File: config.mk
export PLATFORM = sky130hd
export DESIGN_NAME = ascon_stream_ctrl
export DESIGN_NICKNAME = d
export VERILOG_FILES = /design/src/rtl/ascon_pkg.sv /design/src/rtl/ascon_stream_ctrl_compteur.sv /design/src/rtl/ascon_stream_ctrl.sv
export SDC_FILE = /design/constraint.sdc
export NUM_CORES = 1
export LEC_CHECK = 0
export CORE_AREA = 4 4 231 233
export CTS_BUF_LIST = sky130_fd_sc_hd__clkbuf_2 sky130_fd_sc_hd__clkbuf_4 sky130_fd_sc_hd__clkbuf_8
export DETAILED_ROUTE_END_ITERATION = 7
export DIE_AREA = 0 0 235 237
export MAX_ROUTING_LAYER = met4
export PLACE_DENSITY_LB_ADDON = 0.08
export SETUP_SLACK_MARGIN = 0.15
export SYNTH_ARGS = -nofsm -noshare
export SYNTH_HDL_FRONTEND = slang
export SYNTH_SLANG_ARGS = --single-unit
File: constraint.sdc
create_clock -name clock_i -period 2.5 [get_ports clock_i]
set_input_delay 0.5 -clock clock_i [delete_from_list [all_inputs] [get_ports clock_i]]
set_output_delay 0.5 -clock clock_i [all_outputs]
set_load 0.005 [all_outputs]
File: src/rtl/ascon_pkg.sv
// ascon_pkg: shared widths and sequencer state type for the ascon stream controller
package ascon_pkg;
  localparam int ASCON_BLK_W = 64;
  localparam int ASCON_TAG_W = 128;
  typedef enum logic [3:0] {
    S_IDLE, S_INIT, S_AD_WAIT_IN, S_AD_WAIT_CORE, S_PT_WAIT_IN, S_PT_SEND,
    S_PT_WAIT_CIPH, S_PT_WAIT_END, S_FIN_SEND, S_FIN_WAIT, S_DONE
  } ascon_ctrl_state_t;
endpackage

File: src/rtl/ascon_stream_ctrl_compteur.sv
// compteur_Nbits: block counter with synchronous clear (priority over enable)
module compteur_Nbits #(
  parameter int N_bits = 5
) (
  input  logic              clock_i,
  input  logic              reset_i,
  input  logic              init_i,
  input  logic              en_i,
  output logic [N_bits-1:0] cpt_o
);
  always_ff @(posedge clock_i or negedge reset_i)
    if (!reset_i) cpt_o <= '0;
    else if (init_i) cpt_o <= '0;
    else if (en_i) cpt_o <= cpt_o + 1'b1;
endmodule

File: src/rtl/ascon_stream_ctrl.sv
// ascon_stream_ctrl: sequences one ascon core through init, AD, streamed plaintext and finalisation
module ascon_stream_ctrl import ascon_pkg::*; #(
  parameter int CNT_W = 5,
  parameter int BLK_W = ASCON_BLK_W
) (
  input  logic                   clock_i,
  input  logic                   reset_i,
  input  logic                   start_i,
  input  logic [CNT_W-1:0]       nb_ad_blocks_i,
  input  logic [CNT_W-1:0]       nb_pt_blocks_i,
  input  logic [BLK_W-1:0]       ad_data_i,
  input  logic                   ad_valid_i,
  output logic                   ad_ready_o,
  input  logic [BLK_W-1:0]       pt_data_i,
  input  logic                   pt_valid_i,
  output logic                   pt_ready_o,
  output logic [BLK_W-1:0]       ct_data_o,
  output logic                   ct_valid_o,
  input  logic                   ct_ready_i,
  output logic [ASCON_TAG_W-1:0] tag_o,
  output logic                   busy_o,
  output logic                   done_o,
  output logic                   err_o,
  output logic                   init_o,
  output logic                   associate_data_o,
  output logic                   finalisation_o,
  output logic [BLK_W-1:0]       data_o,
  output logic                   data_valid_o,
  input  logic                   end_initialisation_i,
  input  logic                   end_associate_i,
  input  logic                   cipher_valid_i,
  input  logic                   end_cipher_i,
  input  logic                   end_tag_i,
  input  logic [BLK_W-1:0]       cipher_i,
  input  logic [ASCON_TAG_W-1:0] tag_i
);
  ascon_ctrl_state_t state;
  logic [CNT_W-1:0] nb_ad, nb_pt, cnt;
  logic [CNT_W:0] cnt_nx;
  logic start_ok, ad_last, pt_last, ct_cap, cnt_en, cnt_init, ct_seen, tag_seen, fin_done;
  assign start_ok = state == S_IDLE && start_i && nb_pt_blocks_i != '0;
  assign ad_ready_o = state == S_AD_WAIT_IN;
  assign pt_ready_o = state == S_PT_WAIT_IN && !ct_valid_o;
  assign busy_o = state != S_IDLE;
  assign init_o = state == S_INIT;
  assign associate_data_o = state == S_AD_WAIT_IN || state == S_AD_WAIT_CORE;
  assign finalisation_o = state == S_FIN_SEND || state == S_FIN_WAIT;
  // cnt_nx compares the post-increment count against the latched totals without wrapping
  assign cnt_nx = {1'b0, cnt} + {{CNT_W{1'b0}}, 1'b1};
  assign ad_last = cnt_nx == {1'b0, nb_ad};
  assign pt_last = cnt_nx == {1'b0, nb_pt};
  assign ct_cap = cipher_valid_i && (state == S_PT_WAIT_CIPH || (state == S_FIN_WAIT && !ct_seen));
  assign fin_done = (ct_seen || cipher_valid_i) && (tag_seen || end_tag_i);
  assign cnt_en = (state == S_AD_WAIT_CORE && end_associate_i) ||
                  (state == S_PT_WAIT_CIPH && cipher_valid_i && end_cipher_i) ||
                  (state == S_PT_WAIT_END && end_cipher_i);
  assign cnt_init = start_ok || (state == S_AD_WAIT_CORE && end_associate_i && ad_last);

  compteur_Nbits #(.N_bits(CNT_W)) u_cnt (
    .clock_i(clock_i), .reset_i(reset_i), .init_i(cnt_init), .en_i(cnt_en), .cpt_o(cnt)
  );

  always_ff @(posedge clock_i or negedge reset_i) begin
    if (!reset_i) begin
      state <= S_IDLE;
      nb_ad <= '0;
      nb_pt <= '0;
      data_o <= '0;
      data_valid_o <= 1'b0;
      ct_data_o <= '0;
      ct_valid_o <= 1'b0;
      tag_o <= '0;
      done_o <= 1'b0;
      err_o <= 1'b0;
      ct_seen <= 1'b0;
      tag_seen <= 1'b0;
    end else begin
      data_valid_o <= 1'b0;
      done_o <= 1'b0;
      err_o <= state == S_IDLE && start_i && nb_pt_blocks_i == '0;
      // a fresh capture wins over a same-cycle consume of the previous word
      if (ct_cap) begin
        ct_data_o <= cipher_i;
        ct_valid_o <= 1'b1;
      end else if (ct_ready_i) ct_valid_o <= 1'b0;
      if (state == S_FIN_WAIT && end_tag_i && !tag_seen) tag_o <= tag_i;
      case (state)
        S_IDLE: if (start_ok) begin
          nb_ad <= nb_ad_blocks_i;
          nb_pt <= nb_pt_blocks_i;
          state <= S_INIT;
        end
        S_INIT: if (end_initialisation_i) state <= nb_ad != '0 ? S_AD_WAIT_IN : S_PT_WAIT_IN;
        S_AD_WAIT_IN: if (ad_valid_i) begin
          data_o <= ad_data_i;
          data_valid_o <= 1'b1;
          state <= S_AD_WAIT_CORE;
        end
        S_AD_WAIT_CORE: if (end_associate_i) state <= ad_last ? S_PT_WAIT_IN : S_AD_WAIT_IN;
        S_PT_WAIT_IN: if (pt_valid_i && pt_ready_o) begin
          data_o <= pt_data_i;
          data_valid_o <= 1'b1;
          ct_seen <= 1'b0;
          tag_seen <= 1'b0;
          state <= pt_last ? S_FIN_SEND : S_PT_SEND;
        end
        S_PT_SEND: state <= S_PT_WAIT_CIPH;
        S_PT_WAIT_CIPH: if (cipher_valid_i) state <= end_cipher_i ? S_PT_WAIT_IN : S_PT_WAIT_END;
        S_PT_WAIT_END: if (end_cipher_i) state <= S_PT_WAIT_IN;
        S_FIN_SEND: state <= S_FIN_WAIT;
        S_FIN_WAIT: begin
          ct_seen <= ct_seen || cipher_valid_i;
          tag_seen <= tag_seen || end_tag_i;
          done_o <= fin_done;
          if (fin_done) state <= S_DONE;
        end
        S_DONE: state <= S_IDLE;
        default: state <= S_IDLE;
      endcase
    end
  end
endmodule
======== Word level (Yosys, flattened, before mapping) ========
Index checks and enable logic that the tools add are counted.
word-level totals
  flip-flop bits (word level) ............. 281
  input bits .............................. 341
  output and inout bits ................... 266
  logic and storage cells ................. 100
cells by class
  add/sub/neg operators ................... 2
  equality and inequality tests ........... 19
  muxes and demuxes ....................... 27
  reductions and logical operators ........ 39
operator list
  kind                                            count
  two-way mux 64 bit                              2
  one-hot mux 64 bit (2 select lines)             1
  one-hot mux 4 bit (10 select lines)             1
  two-way mux 4 bit                               9
  == test 4 x 3 -> 1 bit (second input constant)  4
  logical AND 1 bit                               15
  == test 6 x 5 -> 1 bit                          2
  != test 2 bit (second input constant)           6
  two-way mux 5 bit                               2
  nonzero test 5 bit                              2
  == test 4 x 2 -> 1 bit (second input constant)  2
  == test 4 bit (second input constant)           2
  logical OR 1 bit                                8
  AND reduction 8 bit                             1
  nonzero test 2 bit                              4
  adder 5 x 1 -> 6 bit (second input constant)    1
  two-way mux 1 bit                               6
  two-way mux 3 bit                               2
  one-hot mux 1 bit (2 select lines)              3
  adder 5 x 1 -> 5 bit (second input constant)    1
  logical NOT 5 bit                               1
  == test 4 x 1 -> 1 bit (second input constant)  1
  logical NOT 4 bit                               1
  != test 2 x 1 -> 1 bit (second input constant)  2
  other kinds (5)                                 8

======== Depth between registers and ports, before layout ========
Gate-level depths: netlist of the first run.
  word-level depth ........................ 7
  depth in mapped cells ................... 9
  mapped depth without buffers ............ 6

======== Cells and area by module ========
From an unflattened synthesis of the first run, not the netlist that was laid out.
unflattened totals
  cell total of the unflattened synthesis .. 850
  area, all modules ....................... 11807.6 sq um
modules (own cells, without submodules)
  module             instances  cells an instance  area an instance (sq um)  sequential area each (sq um)
  ascon_stream_ctrl  1          828                11554.8                   6906.6
  compteur_Nbits     1          22                 252.7                     125.1

======== Worst setup path after synthesis of the first run ========
No wires, ideal clock.
  path kind ............................... register -> register
  start ................................... register u_cnt.cpt_o[0]
  end ..................................... register u_cnt.cpt_o[2]
  library setup time ...................... 126 ps
  arrival time ............................ 2141 ps
  data required time ...................... 2374 ps
  setup slack ............................. 233 ps
  cell stages (with the launch flop) ...... 7
  buffers on the path ..................... 0
  clock period less this slack ............ 2267 ps
  path through ............................ dfrtp_1 -> ha_1 -> xor2_1 -> a311o_1 -> nor4_2 -> a21oi_1 -> a221o_1
on the way
  word-level cells in the longest chain between the ends .. 5
  elaborated cells between the ends (all ways) .. 8
  those cells by class .................... add/sub: 2; eq/ne: 1; mux: 2; reduce/logical: 3
ends and longest elaborated chain
  what                                                            RTL line                          text
  start, declared                                                 ascon_stream_ctrl_compteur.sv:9   output logic [N_bits-1:0] cpt_o
  start signal, assigned                                          ascon_stream_ctrl_compteur.sv:14  else if (en_i) cpt_o <= cpt_o + 1'b1;
  adder 5 x 1 -> 6 bit                                            ascon_stream_ctrl.sv:49           assign cnt_nx = {1'b0, cnt} + {{CNT_W{1'b0}}, 1'b1};
  == test 6 x 5 -> 1 bit                                          ascon_stream_ctrl.sv:50           assign ad_last = cnt_nx == {1'b0, nb_ad};
  logical AND 1 bit                                               ascon_stream_ctrl.sv:57           assign cnt_init = start_ok || (state == S_AD_WAIT_CORE && end_associate_i && ad_last);
  logical OR 1 bit                                                ascon_stream_ctrl.sv:57
  two-way mux 5 bit / nonzero test 2 bit (equally long branches)  -
Several ways; a longest one is shown, not always the timed one. The select of a mux whose other input is x is not followed.
A chain may end at the register's enable or synchronous reset.

======== Worst setup path after layout of the first run ========
  start ................................... register state[0]
  end ..................................... output port pt_ready_o
on the way
  word-level cells in the longest chain between the ends .. 2
ends and longest elaborated chain
  what                    RTL line                  text
  start, declared         ascon_stream_ctrl.sv:37   ascon_ctrl_state_t state;
  start signal, assigned  ascon_stream_ctrl.sv:93   S_INIT: if (end_initialisation_i) state <= nb_ad != '0 ? S_AD_WAIT_IN : S_PT_WAIT_IN;
  start signal, assigned  ascon_stream_ctrl.sv:99   S_AD_WAIT_CORE: if (end_associate_i) state <= ad_last ? S_PT_WAIT_IN : S_AD_WAIT_IN;
  start signal, assigned  ascon_stream_ctrl.sv:105  state <= pt_last ? S_FIN_SEND : S_PT_SEND;
  == test 4 x 3 -> 1 bit  ascon_stream_ctrl.sv:43   assign pt_ready_o = state == S_PT_WAIT_IN && !ct_valid_o;
  logical AND 1 bit       ascon_stream_ctrl.sv:43
  end, declared           ascon_stream_ctrl.sv:16   output logic pt_ready_o,
No other way between the ends.

==> results of run 1 <==
[power groups by stage]
stage               registers [uW]  clock network, uW  logic [uW]
floorplan                     6520                  0        3100
global placement              6530                  0        7210
CTS                           6470               5060        7510
global route                  6620               5270        8050
finish                        6460               4810        7430
detailed placement            6560                  0        7240
[placed cells by master, fill, tap and decap left out, drive strengths merged, types with 6 or more instances in the layout]
| cell type | n |
|---|---|
| a21oi | 7 |
| o21ai | 71 |
| mux2 | 198 |
| inv | 10 |
| a22o | 8 |
| buf | 61 |
| nand3 | 6 |
| clkbuf | 93 |
| nand2 | 77 |
| dfrtp | 281 |
| nor2 | 9 |
| xor2 | 7 |
| xnor2 | 7 |
| clkdlybuf4s50 | 598 |
| diode | 10 |
| mux2i | 64 |
[routing by layer]
layer,track usage,wire [um]
met1,0.188,18600
met2,0.289,24300
met3,0.0615,3470
met4,0.0575,1350
met5,-,0
[final cells by class]
class,count,area [um^2],area share
Clock buffer,93,1120,0.0558
Sequential cell,281,7040,0.349
Multi-Input combinational cell,508,4360,0.217
Tap cell,680,851,0.0422
Clock inverter,4,28.8,0.00143
Inverter,9,33.8,0.00168
Timing Repair Buffer,665,6690,0.332
Antenna cell,10,25.0,0.00124
[path summary, 6_finish.rpt]
path / end / slack [ps] / cells past startpoint
max reg2reg: state[3]$_DFFE_PN0P_ / 220 / 9
min reg2reg: data_o[29]$_DFFE_PN0P_ / 480 / 2
min in group clock_i: ct_valid_o$_DFFE_PN0P_ / 460 / 2
max: pt_ready_o / 180 / 4
max in group asynchronous: data_o[54]$_DFFE_PN0P_ / 1340 / 4
min: ct_data_o[8]$_DFFE_PN0P_ / 380 / 2
[through the flow]
stage	worst slack, ps	instances	area [um^2]	total power [uW]	hold slack, ps
5_1_grt	65.4	2250	20100	19900	367
4_1_cts	88.9	2235	20100	19000	331
3_3_place_gp	153	2116	18700	13700	436
3_5_place_dp	167	2116	18700	13800	444
2_1_floorplan	233	850	11600	9620	204
6_report	180	2250	20100	18700	375
[sequential cells by signal, indices dropped and copies added (netlist names), 4 cells and up]
register,cells
tag_o,128
ct_data_o,64
data_o,64
nb_ad,5
nb_pt,5
u_cnt.cpt_o,5
state,4
[cells in the mapped netlist (all sizes together) (3+ instances only)]
library cell | n | area (um^2)
a22o | 8 | 70.1
o21ai | 71 | 355
o2111ai | 3 | 26.3
dfrtp | 281 | 7030
mux2i | 64 | 641
and3 | 3 | 23.8
a22oi | 3 | 22.5
xnor2 | 7 | 61.3
nand2b | 4 | 25.0
xor2 | 7 | 61.3
nor2 | 9 | 33.8
buf | 30 | 158
mux2 | 198 | 2230
inv | 9 | 33.8
nor4b | 3 | 26.3
nor4 | 3 | 31.3
nand2 | 77 | 289
nand3 | 6 | 30.0
nor2b | 5 | 31.3
a21oi | 7 | 35.0
clkbuf | 22 | 82.6
[repair_timing]
action / CTS / global route
hold buffers: 1 / 0
gates resized for setup: 29 / 4
endpoints found under the setup margin: 6 / 67
pin swaps: 3 / 2
setup buffers: 21 / 5
endpoints found under the hold margin: 36 / 0
[cells by family (layout without fill, tap and decap cells)]
kind of cell             Yosys count  in the layout  synth area share
AO/OA/AOI/OAI                    110            110            0.0594
XOR/XNOR                          14             14            0.0106
adder cells (fa/ha/maj)            1              1           0.00108
buffers and inverters             61            771            0.0236
flip-flops                       281            281             0.607
multiplexers                     263            263             0.250
other                              0             10                 0
AND/OR/NAND/NOR                  120            120            0.0493
==> out/metrics.cfg, run 1 <==
[outcome]
outcome = finished, final reports clean

[yosys]
synth_flop_cell = dfrtp_1
synth_cells = 850
yosys_warnings = 0
post_synth_num_cell_types = 53
seq_area_frac_synth = 0.607
avgSynthCellArea_um2 = 13.6
syn_area_mm2 = 0.0116
synth-seq-cells = 281
synth_edf_count = 0
synthArstFlopShare = 1.00
syn-num-nets = 1192

[power_and_ir_drop]
power.internal_uw = 12900
ir_drop_mv = 0.690
p_leak_uw = 0.00893
p_per_area_mw_per_mm2 = 928
p_clk_frac = 0.257
swShare = 0.310
p_sw_uw = 5810
seqPwrFrac = 0.346
comb_power_share = 0.397

[clocking]
htree_levels = 2
clkSinkCount = 281
cts_tree = built
numCtsBuffers = 55
root_buffer = clkbuf_8
max-clock-path-buffers = 3
clkTransAtPathRegs_ps = 50
clk_latency_ps = 620

[worst_setup_path]
cp_max_fo = 3
cp.arrival_ps = 1820
reg2reg_from = state[3]$_DFFE_PN0P_
cpLargestDelayFamily = simple AND/OR/NAND/NOR gates
worstSetupPathType = reg2out
crit_path_start = state[0]$_DFFE_PN0P_
startpoint_type = flip-flop
max_stage_delay_ps = 390
end_kind = primary output
path_cells = buf_4 > nor4b_4 > and2_4 > clkdlybuf4s15_2
cp_num_buf_inv = 2
worstPathRequired_ps = 2000
worst_path_max_delay_cell = dfrtp_2

[global_routing]
grt_use_total = 0.171
first_global_vias = 10034
grt_pass1_wl_um = 69400
antenna_found_initial = 10
grt-ovfl-total = 0
grt_max_degree = 78

[layout]
area_growth_pct = 73.8
drive_gt1_frac = 0.223
fillers = 4909
finalNetCount = 1862
fin_util = 0.394

[sta]
slew_headroom = 0.642
finalMaxSlewViolations = 0
hold_violations = 0
setup_viol = 0
tightest_slew_ps = 536
finalCriticalPeriod_ps = 2320
rsz0062_at_grt = yes
clock_skew_ps = 14.6
final.setup.tns_ps = 0
max_freq_mhz = 431
fin_crit_sh = 0.928

[floorplan]
dieArea_mm2 = 0.0557
chipWidth_um = 235
rows = 83
start_util = 0.226
core_mm2 = 0.0512
io_pins = 607
die_h_um = 237

[placed_design]
io_buffers = 606
dp_hpwl_um = 37300
gp_congestion = 0.797

[drt]
drt_iter0_markers = 339
vias = 9288
route.detailed.drc = 0
wl_per_cell_um = 21.2
drt_pre_antenna_iters = 4
ant_nets = 0
finalWirelength_um = 47700
viasPerCell = 4.13

[worst_hold_path]
hp-class = in2async

[flow_run]
drv_cap = 0

Power figures use the tool's default switching activity.
==> inputs of run 2 (changes only) <==
Settings changed: CTS_CLUSTER_SIZE set to 16, SKIP_LAST_GASP set to 1.
==> results of run 2 <==
Same layout as run 1: the final DEF is identical, and so are final timing and power.
==> inputs of run 3 (changes only) <==
Settings changed: SLEW_MARGIN set to 0.
==> results of run 3 <==
Same layout as run 1: the final DEF is identical, and so are final timing and power.
